### src/rtl/alu_sched_pkg.sv
// Shared types and constants for the ALU scheduler and the ALU it fronts.
package alu_sched_pkg;

   localparam int ALU_OPW     = 5;
   localparam int ALU_WIDTH   = 32;
   localparam int ALU_LAT_MIN = 1;
   localparam int ALU_LAT_MAX = 15;

   typedef enum logic [1:0] {
      ST_IDLE = 2'd0,
      ST_EXEC = 2'd1,
      ST_WAIT = 2'd2,
      ST_RESP = 2'd3
   } state_t;

   function automatic logic lat_ok(input int lat);
      return (lat >= ALU_LAT_MIN) && (lat <= ALU_LAT_MAX);
   endfunction

endpackage

### src/rtl/alu_sched_arb.sv
// Two-way request grant: round-robin on last_grant by default, fixed priority
// to port 0 when ALU_SCHED_PRIO_EN is defined.
module alu_sched_arb (
   input  logic [1:0] valid,
   input  logic       last_grant,
   output logic [1:0] grant
);

`ifdef ALU_SCHED_PRIO_EN
   logic unused_last_grant;
   assign unused_last_grant = last_grant;

   always_comb begin
      grant = 2'b00;
      if (valid[0])      grant = 2'b01;
      else if (valid[1]) grant = 2'b10;
   end
`else
   // On a tie the port that did not win last time gets the grant.
   always_comb begin
      grant = 2'b00;
      case (valid)
         2'b01:   grant = 2'b01;
         2'b10:   grant = 2'b10;
         2'b11:   grant = last_grant ? 2'b01 : 2'b10;
         default: grant = 2'b00;
      endcase
   end
`endif

endmodule

### src/rtl/alu_sched.sv
// Shares one ALU between two requesters; one operation in flight at a time.
// Arbitration mode selected by ALU_SCHED_PRIO_EN (see alu_sched_arb).
module alu_sched
   import alu_sched_pkg::*;
#(
   parameter int WIDTH   = ALU_WIDTH,
   parameter int OPW     = ALU_OPW,
   parameter int ALU_LAT = 1
) (
   input  logic             clk,
   input  logic             rst_n,
   input  logic             req0_valid,
   output logic             req0_ready,
   input  logic [OPW-1:0]   req0_opcode,
   input  logic [WIDTH-1:0] req0_a,
   input  logic [WIDTH-1:0] req0_b,
   input  logic             req1_valid,
   output logic             req1_ready,
   input  logic [OPW-1:0]   req1_opcode,
   input  logic [WIDTH-1:0] req1_a,
   input  logic [WIDTH-1:0] req1_b,
   output logic             rsp0_valid,
   input  logic             rsp0_ready,
   output logic             rsp1_valid,
   input  logic             rsp1_ready,
   output logic [WIDTH-1:0] rsp_data,
   output logic [OPW-1:0]   alu_opcode,
   output logic [WIDTH-1:0] alu_a,
   output logic [WIDTH-1:0] alu_b,
   output logic             alu_enable,
   input  logic [WIDTH-1:0] alu_out,
   output logic             busy,
   output logic [1:0]       dbg_state
);

   if (!lat_ok(ALU_LAT)) begin : g_bad_lat
      $error("alu_sched: ALU_LAT out of range 1..15");
   end

   localparam logic [3:0] LAT_LD = 4'(ALU_LAT);

   state_t     state;
   logic [3:0] cnt;
   logic       owner;
   logic       last_grant;
   logic [1:0] grant;
   logic       accept;

   alu_sched_arb u_arb (
      .valid      ({req1_valid, req0_valid}),
      .last_grant (last_grant),
      .grant      (grant)
   );

   // Valid/ready: a transfer happens on a rising edge where both are high;
   // the source holds valid and payload stable until then. Ready is forced
   // low while reset is asserted.
   assign accept     = (state == ST_IDLE) && (|grant);
   assign req0_ready = rst_n && (state == ST_IDLE) && grant[0];
   assign req1_ready = rst_n && (state == ST_IDLE) && grant[1];
   assign dbg_state  = state;

   always_ff @(posedge clk or negedge rst_n) begin
      if (!rst_n) begin
         state      <= ST_IDLE;
         cnt        <= '0;
         owner      <= 1'b0;
         last_grant <= 1'b1;
         alu_opcode <= '0;
         alu_a      <= '0;
         alu_b      <= '0;
         alu_enable <= 1'b0;
         rsp_data   <= '0;
         rsp0_valid <= 1'b0;
         rsp1_valid <= 1'b0;
         busy       <= 1'b0;
      end else begin
         case (state)
            ST_IDLE: begin
               if (accept) begin
                  alu_opcode <= grant[1] ? req1_opcode : req0_opcode;
                  alu_a      <= grant[1] ? req1_a      : req0_a;
                  alu_b      <= grant[1] ? req1_b      : req0_b;
                  owner      <= grant[1];
                  last_grant <= grant[1];
                  alu_enable <= 1'b1;
                  busy       <= 1'b1;
                  state      <= ST_EXEC;
               end
            end
            ST_EXEC: begin
               alu_enable <= 1'b0;
               cnt        <= LAT_LD;
               state      <= ST_WAIT;
            end
            ST_WAIT: begin
               // Counter value 1 means this edge is ALU_LAT edges after enable.
               cnt <= cnt - 4'd1;
               if (cnt == 4'd1) begin
                  rsp_data   <= alu_out;
                  rsp0_valid <= ~owner;
                  rsp1_valid <= owner;
                  state      <= ST_RESP;
               end
            end
            ST_RESP: begin
               if ((rsp0_valid && rsp0_ready) || (rsp1_valid && rsp1_ready)) begin
                  rsp0_valid <= 1'b0;
                  rsp1_valid <= 1'b0;
                  busy       <= 1'b0;
                  state      <= ST_IDLE;
               end
            end
            default: state <= ST_IDLE;
         endcase
      end
   end

endmodule

### config.mk
export PLATFORM = sky130hd
export DESIGN_NAME = alu_sched
export DESIGN_NICKNAME = d
export VERILOG_FILES = /design/src/rtl/alu_sched_pkg.sv /design/src/rtl/alu_sched_arb.sv /design/src/rtl/alu_sched.sv
export SDC_FILE = /design/constraint.sdc
export NUM_CORES = 1
export LEC_CHECK = 0
export CORE_MARGIN = 2
export CORE_UTILIZATION = 35
export DETAILED_ROUTE_END_ITERATION = 7
export PLACE_DENSITY = 0.73
export SLEW_MARGIN = 20
export SYNTH_ARGS = -nofsm -noshare
export SYNTH_HDL_FRONTEND = slang
export SYNTH_SLANG_ARGS = --single-unit
### constraint.sdc
create_clock -name clk -period 2 [get_ports clk]
set_input_delay 0.3 -clock clk [delete_from_list [all_inputs] [get_ports clk]]
set_output_delay 0.3 -clock clk [all_outputs]
set_load 0.03 [all_outputs]
## Word-level counts from Yosys, hierarchy flattened

Cells that the tools add are included.

| word-level totals | value |
|---|---|
| register bits | 113 |
| bits of input ports | 176 |
| output and inout bits | 109 |
| word-level logic and storage cells | 61 |

| operators by class | value |
|---|---|
| add/subtract/negate cells | 1 |
| eq/ne operators | 10 |
| multiplexer cells | 18 |
| bitwise logic cells | 1 |
| reduce and logical (&&, ||, !) cells | 19 |

Operator list:

| cell | count |
|---|---|
| 32-bit 2-to-1 mux | 2 |
| 3-bit AND reduction | 3 |
| 2-bit equality test, second input constant | 4 |
| 2-bit 2-to-1 mux | 4 |
| 1-bit one-hot mux with 2 select lines | 4 |
| 2-bit one-hot mux with 4 select lines | 1 |
| 4-bit one-hot mux with 2 select lines | 1 |
| 2-bit nonzero test | 4 |
| 1-bit logical AND | 6 |
| 2-bit inequality test, second input constant | 3 |
| 2-bit one-hot mux with 3 select lines | 1 |
| 2-bit AND reduction | 3 |
| 5-bit 2-to-1 mux | 1 |
| 2-bit by 1-bit equality test with 1-bit output, second input constant | 2 |
| 4-bit by 1-bit equality test with 1-bit output, second input constant | 1 |
| 1-bit 2-to-1 mux | 4 |
| 4-bit by 1-bit subtractor with 4-bit output, second input constant | 1 |
| 2-bit zero test | 1 |
| 2-bit OR reduction | 1 |
| 1-bit logical OR | 1 |
| 1-bit inverter | 1 |

## Logic depth before layout (Yosys ltp)

Gate-level depths: netlist of run 1.

| logic depth | value |
|---|---|
| depth after elaboration | 6 |
| gate-level depth with buffers | 7 |
| depth with buffers taken out | 5 |

## Cells and area by module

From an unflattened synthesis of run 1, not the netlist that was laid out.

| second synthesis, totals | value |
|---|---|
| cell total of the unflattened synthesis | 435 |
| area total of the unflattened synthesis | 5024.8 um^2 |

Modules (own cells, without submodules):

| module | instances | cells an instance | area an instance (um^2) | sequential area each (um^2) |
|---|---|---|---|---|
| alu_sched | 1 | 432 | 5006.1 | 2829.0 |
| alu_sched_arb | 1 | 3 | 18.8 | 0.0 |

## Least setup slack after synthesis of run 1

OpenSTA, ideal clock, no wires.

| timing | value |
|---|---|
| kind | register -> register |
| start point | register state[0] (netlist: dbg_state[0]) |
| end point | register rsp_data[0] |
| setup time | 125 ps |
| arrival time | 1713 ps |
| data required time | 1875 ps |
| slack | 162 ps |
| stages on the path, launching flop included | 7 |
| buffers on the path | 1 |
| clock period less this slack | 1838 ps |
| cells stage by stage | dfrtp_1 > inv_1 > ha_1 > inv_1 > nor2_8 > buf_12 > mux2_4 |

| on the way | value |
|---|---|
| cells in the longest elaborated chain, start to end | 2 |

Ends and longest elaborated chain:

| item | line | source |
|---|---|---|
| start: declaration | alu_sched.sv:42 | `state_t state;` |
| start signal: assignment | alu_sched.sv:65 | `state <= ST_IDLE;` |
| start signal: assignment | alu_sched.sv:88 | `state <= ST_EXEC;` |
| start signal: assignment | alu_sched.sv:94 | `state <= ST_WAIT;` |
| 2-bit equality test | alu_sched.sv:78 | `case (state)` |
| 2-bit AND reduction (no source line) | -- |  |
| end signal: assignment | alu_sched.sv:100 | `rsp_data <= alu_out;` |
| end: declaration | alu_sched.sv:26 | `output logic [WIDTH-1:0] rsp_data,` |

No other way between the ends.
A chain may end at the register's enable or synchronous reset.

## Worst setup path in the final report of run 1

| timing | value |
|---|---|
| start point | register cnt[1] |
| end point | register rsp_data[8] |

| on the way | value |
|---|---|
| cells in the longest elaborated chain, start to end | 2 |

Ends and longest elaborated chain:

| item | line | source |
|---|---|---|
| start: declaration | alu_sched.sv:43 | `logic [3:0] cnt;` |
| start signal: assignment | alu_sched.sv:98 | `cnt <= cnt - 4'd1;` |
| 4-bit by 1-bit equality test with 1-bit output | alu_sched.sv:99 | `if (cnt == 4'd1) begin` |
| 2-bit AND reduction (no source line) | -- |  |

No other way between the ends.

==> metrics.txt, run 1 <==
outcome=finished with violations; failing checks=hold timing; compound-cell area share of the yosys netlist=9.36%; antenna-violating nets left=0; FILL cells=1202; Vias/cell=~4.7; CP Data Required Time=2.28 ns; largest net degree at the start of global routing=114; area delta synth->final=72.0%; setup slack at placement=0.0825 ns; cell count after synthesis=between 400 and 500; max layer used=met4; RSZ-0062 raised after global routing=false; htree depth=4; Die Height=around 130 um; final setup fails=0; I/O pins=285; DRT Wirelength=15200 um; Remaining DRCs=0; synth unique cells=33; Worst setup endpoint=rsp_data[8]$_DFFE_PN0P_; first-pass GRT wire length=24200 um; area of the multi-input gates=~0.0022 sq mm; crit path max fanout=9; synthesized area=0.00523 sq mm; Synth Area in Simple Gates=~7.1%; TritonRoute pass-1 iters=4; met2 wire length=7970 um; Slew HR=56.1%; setup_tns=0 ns; Post-Synth XOR/XNOR Area=0%; routed wl met3=about 1300 um; fin crit period=1.91 ns; M1 WL=5580 um; Die Wd=126 um; endpoint class of the critical path=register; Worst R2R Setup Slack=0.09 ns; global placement routability congestion=0.821; fin nets=915; CORE AREA=0.0145 sq mm; worst vdd ir=693 uV; final setup margin=0.0856 ns; Port-buffer cells=284; r2r startpoint=cnt[1]$_DFFE_PN0P_; Syn Nets=a little over 600; share of cells above drive strength 1=about an eighth; max-cap violation count=0; Worst Skew=0.00794 ns; DR iter-0 viols=212; Synth area leader=dfrtp_1; largest family of logic cells by synthesized area=multiplexers; Tightest Hold Check Type=in -> async; Max Freq=522 MHz; Clock Tree Buf Depth=2; Worst R2R End=rsp_data[8]$_DFFE_PN0P_; YS warnings=0; FF-to-FF path depth=6; CTS tree=yes; Leak=3.94 nW; Critical Path AT=2.19 ns; Inserted Clock Buffers=17; WL/cell=16.3 um; Startpoint Class=register; Critical path origin=cnt[1]$_DFFE_PN0P_; largest cells by area after synthesis=dfrtp_1 (54%), mux2i_1 (14%), mux2_4 (8.6%); sequential share of the synthesized area=54.1%; Vias=4404; Final Cycle Share=95.7%; DP Wirelength=11400 um; sequential cell area=between 0.002 and 0.003 sq mm; CP Class=reg -> reg; Slew @ Worst Pin=0.659 ns; starting density of the core=36.0%; final hold vios=19; antenna violations before repair=0; number of global-route vias before repair=4719; synthesized area per cell=roughly 12 sq um; hold buffers post-CTS=0; final count of pins violating max slew=0; Clock Pin Slew Worst Setup and Hold Paths=0.06 ns; later-pin clock latency in the skew report=0.41 ns; gr ovfl total=0; share of the synthesized area in the top cell type=a little over half; mux share of post-synthesis cell area=22.8%; n_diodes=0; num rows=44; Adder-Cell Fraction of Synth Area=about 1.7%; GRT Util Overall=around a fifth; hold_ws=-0.0492 ns; post-synthesis register bit count=113; PwrDens=approximately 1700 mW/mm^2; DIE AREA=0.0159 sq mm; CTS Root Cell=clkbuf_16; Num Clock Sinks=113
==> critical path: stages (launching register included) <==
cell and delay, ns:
dfrtp_1 0.38, inv_1 0.11, ha_1 0.17, or3b_4 0.42
nor2_8 0.22, buf_12 0.18, mux2_4 0.31
==> cell usage after synthesis <==
master and n:
a21boi_1 1, a21oi_1 7, a221oi_2 1, a22o_1 2, a22oi_1 1, a2bb2oi_1 2, a31oi_1 1, and3_1 1
buf_12 3, buf_2 9, buf_4 2, buf_6 6, clkbuf_1 6, clkbuf_2 1, dfrtp_1 112, dfstp_2 1
ha_1 7, inv_1 10, mux2_2 2, mux2_4 30, mux2i_1 72, nand2_1 69, nand3_1 2, nor2_1 3
nor2_8 1, nor2b_1 3, nor3_1 3, nor3b_1 2, o21ai_0 61, o21ai_1 13, o22ai_1 2, or3_1 1
or3b_4 1
==> power by group <==
| part | internal (W) | switching (W) | total [W] |
|---|---|---|---|
| clock | 0.00202 | 0.00106 | 0.00308 |
| sequential | 0.00344 | 0.000656 | 0.00409 |
| combinational | 0.00392 | 0.00445 | 0.00837 |
==> cell families after synthesis <==
| family | Yosys count |
|---|---|
| flops | 113 |
| buf+inv | 37 |
| simple gates | 86 |
| fa+ha+maj | 7 |
| compound gates | 91 |
| mux | 104 |
==> through the flow <==
stage	power (W)	cells	utilization, %	hold slack (ns)	instance area (sq um)
5_1_grt	0.0164	929	61.8	0.0560	8980
6_report	0.0155	929	61.8	-0.0492	8980
2_1_floorplan	0.00915	438	-	0.00441	5230
3_3_place_gp	0.0122	897	57.5	0.462	8360
4_1_cts	0.0157	929	61.8	0.0434	8980
3_5_place_dp	0.0125	897	57.5	0.469	8360
==> worst min path at each step <==
stage | start | endpoint | slack [ns] | cells past startpoint
detailed placement | alu_b[25]$_DFFE_PN0P_ | alu_b[25]$_DFFE_PN0P_ | 0.47 | 2
CTS | rst_n | alu_a[10]$_DFFE_PN0P_ | 0.04 | 2
global placement | alu_b[2]$_DFFE_PN0P_ | alu_b[2]$_DFFE_PN0P_ | 0.46 | 2
finish | rst_n | busy$_DFFE_PN0P_ | -0.05 | 2
global route | rst_n | rsp0_valid$_DFFE_PN0P_ | 0.06 | 2
floorplan | rst_n | alu_a[0]$_DFFE_PN0P_ | 0.004 | 0
==> repair_timing <==
item / CTS / global route
hold endpoints to repair: 0 / 0
endpoints found under the setup margin: 2 / 1
setup buffers: 0 / 0
resized for setup: 2 / 2
pin swaps: 0 / 0
==> area by class of cell <==
| cell class | count | share of cell area (%) |
|---|---|---|
| Inverter | 10 | 0.418 |
| Clock inverter | 13 | 1.80 |
| Tap cell | 184 | 2.56 |
| Multi-Input combinational cell | 288 | 24.2 |
| Clock buffer | 19 | 5.04 |
| Timing Repair Buffer | 302 | 34.5 |
| Sequential cell | 113 | 31.5 |
==> layout by cell type (no fill, tap or decap), types with 6 or more instances in the layout <==
| cell | count |
|---|---|
| clkdlybuf4s50_1 | 281 |
| dfrtp_1 | 112 |
| mux2i_1 | 72 |
| nand2_1 | 69 |
| o21ai_0 | 61 |
| mux2_4 | 30 |
| clkbuf_16 | 17 |
| o21ai_1 | 12 |
| buf_4 | 11 |
| buf_12 | 10 |
| inv_1 | 8 |
| a21oi_1 | 7 |
| ha_1 | 6 |
==> metal layers <==
layer	vias to the layer above	track usage [%]
met5	-	0
met3	22	7.22
met2	188	34.6
li1	2107	-
met1	2087	20.7
met4	0	7.30
==> sequential cells by signal, indices dropped and copies added (netlist names), 2 cells and up <==
| signal | cells |
|---|---|
| cnt | 4 |
| alu_b | 32 |
| rsp_data | 32 |
| alu_opcode | 5 |
| dbg_state | 2 |
| alu_a | 32 |
No activity file was read; power rests on OpenSTA's default activity.
==> inputs of run 2 (changes only) <==
Settings changed: CORE_MARGIN 2 to 1, SLEW_MARGIN 20 to unset.
==> run 2 against run 1 <==
  * The run now ends clean
  * Routed wire length shrank 1.5%
  * Global-route usage decreased by 0.12 points
  * Fmax shrank 0.54%
  * Combinational power is essentially flat
  * Sequential power hardly changed
  * Critical endpoint is now rsp_data[28]$_DFFE_PN0P_
  * Largest cell class unchanged
  * Largest power group unchanged
  * Highest routed layer unchanged
==> metrics.txt, run 2 (synthesis results as in run 1) <==
Clock Tree Buf Depth=2 (unchanged); TritonRoute pass-1 iters=4 (unchanged); number of global-route vias before repair=4361 (was 4719); DP Wirelength=11500 um (was 11400 um); Port-buffer cells=284 (unchanged); Slew @ Worst Pin=0.843 ns (was 0.659 ns); Slew HR=43.8% (was 56.1%); num rows=44 (unchanged); starting density of the core=36.0% (unchanged); later-pin clock latency in the skew report=0.41 ns (about the same); CTS Root Cell=clkbuf_16 (unchanged); Final Power=0.0155 W (about the same); RSZ-0062 raised after global routing=false (unchanged); DIE AREA=0.0154 sq mm (was 0.0159 sq mm); WL/cell=16.0 um (was 16.3 um); Final Core Density=61.7% (was 61.8%); antenna violations before repair=0 (unchanged); Clock Pin Slew Worst Setup and Hold Paths=0.06 ns (about the same); setup slack at placement=0.0912 ns (was 0.0825 ns); worst vdd ir=714 uV (was 693 uV); final hold vios=0 (was 19); worst-path cell chain=inv_1, ha_1, or3b_4, nor2_8, buf_12, mux2_2 (was inv_1, ha_1, or3b_4, nor2_8, buf_12, mux2_4); Remaining DRCs=0 (unchanged); Max stage delay cell, worst path=or3b_4 (unchanged); Final Cycle Share=96.2% (was 95.7%); commonest non-fill, non-tap cell in the layout=clkdlybuf4s50_1 (unchanged); Die Wd=124 um (was 126 um); max-cap violation count=0 (unchanged); DR iter-0 viols=207 (was 212); I/O pins=285 (unchanged); gr ovfl total=0 (unchanged); top flop regs=alu_a (32), alu_b (32), rsp_data (32) (unchanged); DRT Wirelength=15000 um (was 15200 um); area delta synth->final=71.6% (was 72.0%); fin crit period=1.92 ns (was 1.91 ns); Die Height=124 um (was 126 um); r2r startpoint=cnt[1]$_DFFE_PN0P_ (unchanged); hold_ws=0.327 ns (was -0.0492 ns); GRT Util Overall=19.2% (was 19.3%); crit path max fanout=28 (was 9); fin nets=921 (was 915); Critical Path Max Stage Delay=0.43 ns (was 0.42 ns); setup_tns=0 ns (unchanged); outcome=finished, final reports clean (was finished with violations); Critical Path AT=2.22 ns (was 2.19 ns); global placement routability congestion=0.828 (was 0.821); CORE AREA=0.0145 sq mm (unchanged); Startpoint Class=register (unchanged); first-pass GRT wire length=22100 um (was 24200 um); Worst R2R Setup Slack=0.08 ns (was 0.09 ns); CTS tree=yes (unchanged); Max Freq=520 MHz (was 522 MHz); FF-to-FF path depth=6 (unchanged); final setup fails=0 (unchanged); Critical Path Stages=6 (unchanged); n_diodes=0 (unchanged); Vias/cell=4.68 (was 4.74); PwrDens=1720 mW/mm^2 (was 1730 mW/mm^2); final setup margin=0.0753 ns (was 0.0856 ns); CP delay by family, top=simple AND/OR/NAND/NOR gates (unchanged); Inserted Clock Buffers=17 (unchanged); Leak=3.94 nW (about the same); antenna-violating nets left=0 (unchanged); Worst R2R End=rsp_data[28]$_DFFE_PN0P_ (was rsp_data[8]$_DFFE_PN0P_); htree depth=4 (unchanged); CP Data Required Time=2.30 ns (was 2.28 ns); final count of pins violating max slew=0 (unchanged); Vias=4380 (was 4404); Post-CTS Setup Repair Bufs=0 (unchanged); CP Class=reg -> reg (unchanged); WP buf/inv=2 (unchanged); Tightest Hold Check Type=in -> async (unchanged); commonest non-fill, non-tap cells in the layout=clkdlybuf4s50_1 (281), dfrtp_1 (112), mux2i_1 (72), nand2_1 (69), o21ai_0 (61) (unchanged); Worst Skew=0.0108 ns (was 0.00794 ns); largest net degree at the start of global routing=67 (was 114); share of cells above drive strength 1=13.2% (was 12.6%); Num Clock Sinks=113 (unchanged); endpoint class of the critical path=register (unchanged)
run 2: layout make-up:
| cell class | count | area [sq um] |
|---|---|---|
| tap | 184 | 230 |
| inverter | 10 | 37.5 |
| clock buffer | 17 | 425 |
| clock inverter | 15 | 161 |
| multi-input combinational | 288 | 2180 |
| fill | 1184 | 5570 |
| timing repair buffer | 308 | 3110 |
| sequential | 113 | 2830 |
run 2: layer usage:
| metal | global-route usage (%) | vias up | share of wire [%] |
|---|---|---|---|
| met5 | 0 | - | 0 |
| met4 | 7.89 | 0 | 1.7 |
| met3 | 5.91 | 21 | 8.1 |
| met2 | 32.8 | 184 | 50 |
| met1 | 22.3 | 2057 | 40 |
| li1 | - | 2118 | - |
run 2: worst max path at each step:
stage,from,end
after floorplan,dbg_state[0]$_DFFE_PN0P_,rsp_data[0]$_DFFE_PN0P_
after global placement,req1_valid,alu_a[28]$_DFFE_PN0P_
after detailed placement,cnt[1]$_DFFE_PN0P_,rsp_data[28]$_DFFE_PN0P_
after CTS,dbg_state[0]$_DFFE_PN0P_,req0_ready
after global routing,dbg_state[0]$_DFFE_PN0P_,req0_ready
final,cnt[1]$_DFFE_PN0P_,rsp_data[28]$_DFFE_PN0P_
run 2: through the flow:
stage          instance area (sq um)  cells
2_1_floorplan                   5230    438
3_3_place_gp                    8360    902
3_5_place_dp                    8360    902
4_1_cts                         8970    935
5_1_grt                         8970    935
6_report                        8970    935
run 2: power breakdown:
group	total [W]	switching (W)	internal, W	leakage [nW]
clock network	0.00296	0.00111	0.00184	0.282
registers	0.00410	0.000661	0.00344	1.38
logic	0.00840	0.00448	0.00392	2.28
total	0.0155	0.00625	0.00920	3.94
run 2: what timing repair did:
| item | CTS | global route |
|---|---|---|
| hold buffers | 1 | 0 |
| endpoints found under the setup margin | 2 | 1 |
| hold endpoints to repair | 5 | 0 |
| gates resized for setup | 2 | 2 |
==> inputs of run 3 (changes only) <==
Settings changed: SLEW_MARGIN set to 20.
==> results of run 3 <==
Final layout, timing and power as in run 2 (identical DEF).
